===== src/rtl/kamus_pkg.sv =====
// Shared definitions for the Kamus MEM stage: FSM states,
// funct3 access sizes, writeback mux encodings and alignment check.
package kamus_pkg;

    typedef enum logic [1:0] {
        ST_IDLE,
        ST_REQ,
        ST_WAIT
    } mem_state_e;

    localparam logic [2:0] F3_B  = 3'b000;
    localparam logic [2:0] F3_H  = 3'b001;
    localparam logic [2:0] F3_W  = 3'b010;
    localparam logic [2:0] F3_BU = 3'b100;
    localparam logic [2:0] F3_HU = 3'b101;

    localparam logic [1:0] WB_ALU  = 2'b00;
    localparam logic [1:0] WB_LOAD = 2'b01;

    // Halfwords need an even address, words a multiple of four.
    function automatic logic is_misaligned(logic [2:0] f3, logic [1:0] off);
        return ((f3[1:0] == F3_H[1:0]) && off[0]) ||
               ((f3[1:0] == F3_W[1:0]) && (off != 2'b00));
    endfunction

endpackage


===== src/rtl/kamus_load_align.sv =====
// Load data extraction: picks the byte/half at off_i from the L1D word
// and sign/zero extends per funct3_i. Ports: rdata_i, off_i, funct3_i -> data_o.
module kamus_load_align
    import kamus_pkg::*;
(
    input  logic [31:0] rdata_i,
    input  logic [1:0]  off_i,
    input  logic [2:0]  funct3_i,
    output logic [31:0] data_o
);

    logic [31:0] shifted;

    // Move the addressed lane down to bit 0.
    assign shifted = rdata_i >> {off_i, 3'b000};

    always_comb begin
        data_o = rdata_i;
        unique case (funct3_i)
            F3_B:    data_o = {{24{shifted[7]}}, shifted[7:0]};
            F3_BU:   data_o = {24'd0, shifted[7:0]};
            F3_H:    data_o = {{16{shifted[15]}}, shifted[15:0]};
            F3_HU:   data_o = {16'd0, shifted[15:0]};
            default: data_o = rdata_i;
        endcase
    end

endmodule


===== src/rtl/kamus_mem_stage.sv =====
// MEM pipeline stage: issues L1D requests (IDLE/REQ/WAIT), stalls the front
// of the pipe while waiting, and drives the MEM/WB register and misalign pulse.
module kamus_mem_stage
    import kamus_pkg::*;
(
    input  logic        clk_i,
    input  logic        rst_ni,
    input  logic        valid_exmem_reg_i,
    input  logic [31:0] alu_exmem_reg_i,
    input  logic [31:0] rs2_data_exmem_reg_i,
    input  logic        mem_rd_exmem_reg_i,
    input  logic        mem_wr_exmem_reg_i,
    input  logic [2:0]  funct3_exmem_reg_i,
    input  logic        regfile_wr_en_exmem_reg_i,
    input  logic [1:0]  wb_mux_sel_exmem_reg_i,
    input  logic [4:0]  rd_addr_exmem_reg_i,
    output logic        l1d_req_valid_o,
    input  logic        l1d_req_ready_i,
    output logic [31:0] l1d_addr_o,
    output logic        l1d_we_o,
    output logic [31:0] l1d_wdata_o,
    output logic [3:0]  l1d_wstrb_o,
    input  logic        l1d_rsp_valid_i,
    input  logic [31:0] l1d_rd_data_i,
    output logic        regfile_wr_en_memwb_reg_o,
    output logic [31:0] alu_memwb_reg_o,
    output logic [31:0] l1d_rd_data_memwb_reg_o,
    output logic [1:0]  wb_mux_sel_memwb_reg_o,
    output logic [4:0]  rd_addr_memwb_reg_o,
    output logic        stall_o,
    output logic        misalign_o
);

    mem_state_e  state_q, state_d;
    logic        is_mem, mis, start, bad, rsp_done, idle_alu;
    logic [31:0] wdata_d, addr_q, wdata_q, ld_data;
    logic [3:0]  wstrb_d, wstrb_q;
    logic [1:0]  off_q;
    logic [2:0]  f3_q;
    logic        we_q, misalign_q;
    logic        wen_q;
    logic [31:0] alu_q, data_q;
    logic [1:0]  sel_q;
    logic [4:0]  rd_q;

    assign is_mem   = valid_exmem_reg_i &&
                      (mem_rd_exmem_reg_i || mem_wr_exmem_reg_i);
    assign mis      = is_misaligned(funct3_exmem_reg_i, alu_exmem_reg_i[1:0]);
    assign start    = (state_q == ST_IDLE) && is_mem && !mis;
    assign bad      = (state_q == ST_IDLE) && is_mem && mis;
    assign idle_alu = (state_q == ST_IDLE) && valid_exmem_reg_i && !is_mem;
    assign rsp_done = (state_q == ST_WAIT) && l1d_rsp_valid_i;

    assign stall_o = start || (state_q == ST_REQ) ||
                     ((state_q == ST_WAIT) && !l1d_rsp_valid_i);

    always_comb begin
        state_d = state_q;
        unique case (state_q)
            ST_IDLE: if (start) state_d = ST_REQ;
            ST_REQ:  if (l1d_req_ready_i) state_d = ST_WAIT;
            ST_WAIT: if (l1d_rsp_valid_i) state_d = ST_IDLE;
            default: state_d = ST_IDLE;
        endcase
    end

    // Narrow stores replicate their data across lanes; strobes pick the lane.
    always_comb begin
        wdata_d = rs2_data_exmem_reg_i;
        wstrb_d = 4'b1111;
        unique case (funct3_exmem_reg_i[1:0])
            2'b00: begin
                wdata_d = {4{rs2_data_exmem_reg_i[7:0]}};
                wstrb_d = 4'b0001 << alu_exmem_reg_i[1:0];
            end
            2'b01: begin
                wdata_d = {2{rs2_data_exmem_reg_i[15:0]}};
                wstrb_d = 4'b0011 << alu_exmem_reg_i[1:0];
            end
            default: ;
        endcase
        if (!mem_wr_exmem_reg_i) wstrb_d = 4'b0000;
    end

    kamus_load_align u_align (
        .rdata_i  (l1d_rd_data_i),
        .off_i    (off_q),
        .funct3_i (f3_q),
        .data_o   (ld_data)
    );

    always_ff @(posedge clk_i or negedge rst_ni) begin
        if (!rst_ni) begin
            state_q    <= ST_IDLE;
            addr_q     <= '0;
            we_q       <= 1'b0;
            wdata_q    <= '0;
            wstrb_q    <= '0;
            off_q      <= '0;
            f3_q       <= '0;
            misalign_q <= 1'b0;
            wen_q      <= 1'b0;
            alu_q      <= '0;
            data_q     <= '0;
            sel_q      <= '0;
            rd_q       <= '0;
        end else begin
            state_q    <= state_d;
            misalign_q <= bad;
            // Bubble by default; payload fields hold.
            wen_q      <= 1'b0;
            if (start) begin
                addr_q  <= {alu_exmem_reg_i[31:2], 2'b00};
                we_q    <= mem_wr_exmem_reg_i;
                wdata_q <= wdata_d;
                wstrb_q <= wstrb_d;
                off_q   <= alu_exmem_reg_i[1:0];
                f3_q    <= funct3_exmem_reg_i;
            end
            // EX/MEM is frozen during the access, so its fields are still valid.
            if (idle_alu || rsp_done) begin
                wen_q  <= regfile_wr_en_exmem_reg_i;
                alu_q  <= alu_exmem_reg_i;
                data_q <= (rsp_done && !we_q) ? ld_data : 32'd0;
                sel_q  <= wb_mux_sel_exmem_reg_i;
                rd_q   <= rd_addr_exmem_reg_i;
            end
        end
    end

    assign l1d_req_valid_o           = (state_q == ST_REQ);
    assign l1d_addr_o                = addr_q;
    assign l1d_we_o                  = we_q;
    assign l1d_wdata_o               = wdata_q;
    assign l1d_wstrb_o               = wstrb_q;
    assign misalign_o                = misalign_q;
    assign regfile_wr_en_memwb_reg_o = wen_q;
    assign alu_memwb_reg_o           = alu_q;
    assign l1d_rd_data_memwb_reg_o   = data_q;
    assign wb_mux_sel_memwb_reg_o    = sel_q;
    assign rd_addr_memwb_reg_o       = rd_q;

endmodule


===== config.mk =====
export PLATFORM = sky130hd
export DESIGN_NAME = kamus_mem_stage
export DESIGN_NICKNAME = d
export VERILOG_FILES = /design/src/rtl/kamus_pkg.sv /design/src/rtl/kamus_load_align.sv /design/src/rtl/kamus_mem_stage.sv
export SDC_FILE = /design/constraint.sdc
export NUM_CORES = 1
export LEC_CHECK = 0
export CAP_MARGIN = 40
export CORE_MARGIN = 1
export CORE_UTILIZATION = 44
export DETAILED_ROUTE_END_ITERATION = 12
export PLACE_DENSITY = 0.81
export SYNTH_ARGS = -nofsm -noshare
export SYNTH_HDL_FRONTEND = slang
export SYNTH_SLANG_ARGS = --single-unit

===== constraint.sdc =====
create_clock -name clk_i -period 2 [get_ports clk_i]
set_input_delay 0.3 -clock clk_i [delete_from_list [all_inputs] [get_ports clk_i]]
set_output_delay 0.3 -clock clk_i [all_outputs]
set_load 0.02 [all_outputs]

==> results.json <==
{
  "hold_class": "input pin to asynchronous set/reset pin",
  "power.leakage_nw": 4.48,
  "finalHoldViolCount": 0,
  "crit_path_start_kind": "flip-flop",
  "die_area_um2": 15400,
  "fin_worst_skew_ns": 0.00754,
  "post-route-period-util_pct": 96.5,
  "n_fill_cell": 1055,
  "setup_slack_ns": 0.0700,
  "wl_per_cell_um": 17.5,
  "setup_viol": 0,
  "core_um2": 14500,
  "grt_pass1_wl_um": 28900,
  "p_per_area_nw_per_um2": 1610,
  "synthArstFlopShare_pct": 100,
  "outcome": "complete, no violations",
  "clk_latency_ns": 0.42,
  "end_kind": "output pin",
  "ys_seq_elements": 147,
  "grt.overflow.total": 0,
  "die_h_um": 124,
  "yosysWarnings": 0,
  "maxCapViolCount": 0,
  "dp_cells": 1029,
  "ant_nets": 0,
  "antenna_found_initial": 1,
  "clockBufferDepth": 2,
  "ir_drop_mv": 0.899,
  "crit_path_max_incr_delay_ns": 0.49,
  "cts_buffers": 17,
  "finalCriticalPeriod_ns": 1.93,
  "num_io_pins": 258,
  "io_buffer_count": 255,
  "cp_max_fo": 5,
  "rows": 44,
  "path_clk_slew_ns": 0.06,
  "syn_avg_cell_area_um2": 11.0,
  "rsz0062_at_grt": "false",
  "cp_cell_sequence": "or3b_2 -> nand3_1 -> clkbuf_4",
  "drtIter0Drc": 235,
  "ctsHtreeMaxLevel": 4,
  "arrival_ns": 1.63,
  "grtUsageTotal_pct": 24.7,
  "fin_nets": 980,
  "max_slew_margin_pct": 52.6,
  "synth.distinct_cells": 36,
  "wl_um": 18600,
  "post-dp-hpwl_um": 13500,
  "clkSinkCount": 147,
  "pre_cts_ws_ns": -0.462,
  "worstPathRequired_ns": 1.70,
  "ys_seq_area_share_pct": 56.1,
  "areaGrowthSynthToFinish_pct": 53.8,
  "fin_cells": 1064,
  "via_per_inst": 5.23,
  "via_count": 5563,
  "dieWidth_um": 124,
  "grt_pass1_vias": 5796,
  "grt_max_degree": 47,
  "synth_ff_type": "dfrtp_1",
  "start_util_pct": 45.1,
  "drc": 0,
  "netlist_instances": 595,
  "syn_area_um2": 6560,
  "synth-edff-count": 0,
  "cts_tree": "yes",
  "max_freq_ghz": 0.518,
  "tightest_slew_ns": 0.709,
  "slowest_stage": "or3b_2",
  "slew_violations": 0,
  "drive_above_1_share_pct": 18.3,
  "routabilityCongestion": 0.890,
  "drt_pass1_iterations": 4,
  "path_class": "flip-flop to output pin",
  "root_buffer": "clkbuf_16"
}
==> critical path: cells and delay by family, from the launching register on <==
kind	cells	cell delay, ns
DFF	1	0.44
and+or+nand+nor	2	0.60
buffers and inverters	1	0.18
==> final timing paths <==
| path | cells past startpoint | slack (ns) | end | from |
|---|---|---|---|---|
| min in group clk_i | 3 | 0.42 | wb_mux_sel_memwb_reg_o[0] | wb_mux_sel_exmem_reg_i[0] |
| min | 2 | 0.37 | l1d_rd_data_memwb_reg_o[11] | rst_ni |
| min reg2reg | 2 | 0.48 | l1d_rd_data_memwb_reg_o[7] | l1d_rd_data_memwb_reg_o[7] |
| max | 3 | 0.07 | stall_o | state_q[0] |
| max in group asynchronous | 3 | 0.99 | state_q[0] | rst_ni |
| max reg2reg | 5 | 0.11 | l1d_rd_data_memwb_reg_o[8] | state_q[1] |
==> synth_stat cells (2+ instances only) <==
cell        n  area share (%)
buf_4       3            0.34
mux2_2     84              14
nand2b_1   10            0.95
nand2_1   146             8.4
a211oi_1    8            0.92
nor3_1      2            0.15
nor2_1     16            0.92
mux2i_1    24             3.7
o21ai_1    21             1.6
nor3b_1     2            0.23
dfrtp_1   147              56
inv_1       8            0.46
nand3_1     2            0.15
and2_1      2            0.19
buf_6      11             1.9
o211ai_1    2            0.23
a22oi_1    23             2.6
o21ai_0    33             2.5
clkbuf_1   16            0.92
buf_2       8            0.61
nor2b_1     2            0.19
a21oi_1    10            0.76
buf_1       2            0.11
==> through the flow <==
stage | util, % | cell area, um^2 | power [mW] | hold slack (ns) | TNS (ns)
2_1_floorplan | - | 6560 | 8.99 | 0.00441 | 0
3_3_place_gp | 64.9 | 9430 | 12.6 | 0.236 | -31.41
3_5_place_dp | 64.9 | 9430 | 12.8 | 0.247 | -37.03
4_1_cts | 69.3 | 10100 | 16.3 | 0.378 | 0
5_1_grt | 69.4 | 10100 | 17.1 | 0.397 | 0
6_report | 69.4 | 10100 | 16.2 | 0.373 | 0
==> state kept, by name (all words and copies together), names as in the netlist <==
name / count
regfile_wr_en_memwb_reg_o: 1
f3_q: 3
rd_addr_memwb_reg_o: 5
misalign_o: 1
l1d_wstrb_o: 4
l1d_addr_o: 30
off_q: 2
wb_mux_sel_memwb_reg_o: 2
l1d_rd_data_memwb_reg_o: 32
l1d_wdata_o: 32
alu_memwb_reg_o: 32
state_q: 2
l1d_we_o: 1
==> layout by cell type (no fill, tap or decap), types with 8 or more instances in the layout <==
master	Yosys	final
a22oi_1	23	23
nor2_1	16	16
nand2b_1	10	10
dfrtp_1	147	146
mux2_2	84	84
mux2i_1	24	24
o21ai_1	21	21
a211oi_1	8	8
a21oi_1	10	9
clkbuf_16	0	17
clkdlybuf4s50_1	0	250
buf_4	3	32
inv_1	8	8
nand2_1	146	146
o21ai_0	33	33
==> power by group <==
part	internal (mW)	total (mW)	switching, mW
sequential	4.37	5.26	0.893
clock	2.14	3.43	1.29
combinational	3.76	7.53	3.77
==> cell families after synthesis <==
group,synth area share (%)
simple gates,12.0
flops,56.1
compound gates,9.27
mux,18.1
other cells,0.0572
xor+xnor,0.134
buf+inv,4.41
==> metal layers <==
metal	GRT usage [%]	wire length, um	vias to the layer above
li1	-	-	2585
met1	29.2	7500	2734
met2	42.0	9290	205
met3	7.01	1370	39
met4	10.2	471	0
met5	0	0	-
==> final cells by class <==
type,instances,area [um^2],share of cell area [%]
multi-input cells,400,2620,26.0
clock buffers,18,439,4.35
diodes,1,2.50,0.0248
well taps,184,230,2.28
flip-flops and latches,147,3680,36.5
clock inverters,14,201,2.00
repair buffers,292,2890,28.6
inverters,8,30.0,0.298
==> what timing repair did <==
| action | 4_1_cts | 5_1_grt |
|---|---|---|
| setup endpoints to repair | 2 | 3 |
| cloned | 0 | 0 |
| gates resized for setup | 5 | 4 |
| endpoints found under the hold margin | 38 | 0 |
| buffers inserted | 0 | 1 |
| hold buffers | 1 | 0 |
Note: power is estimated with default switching activity, not from simulation.
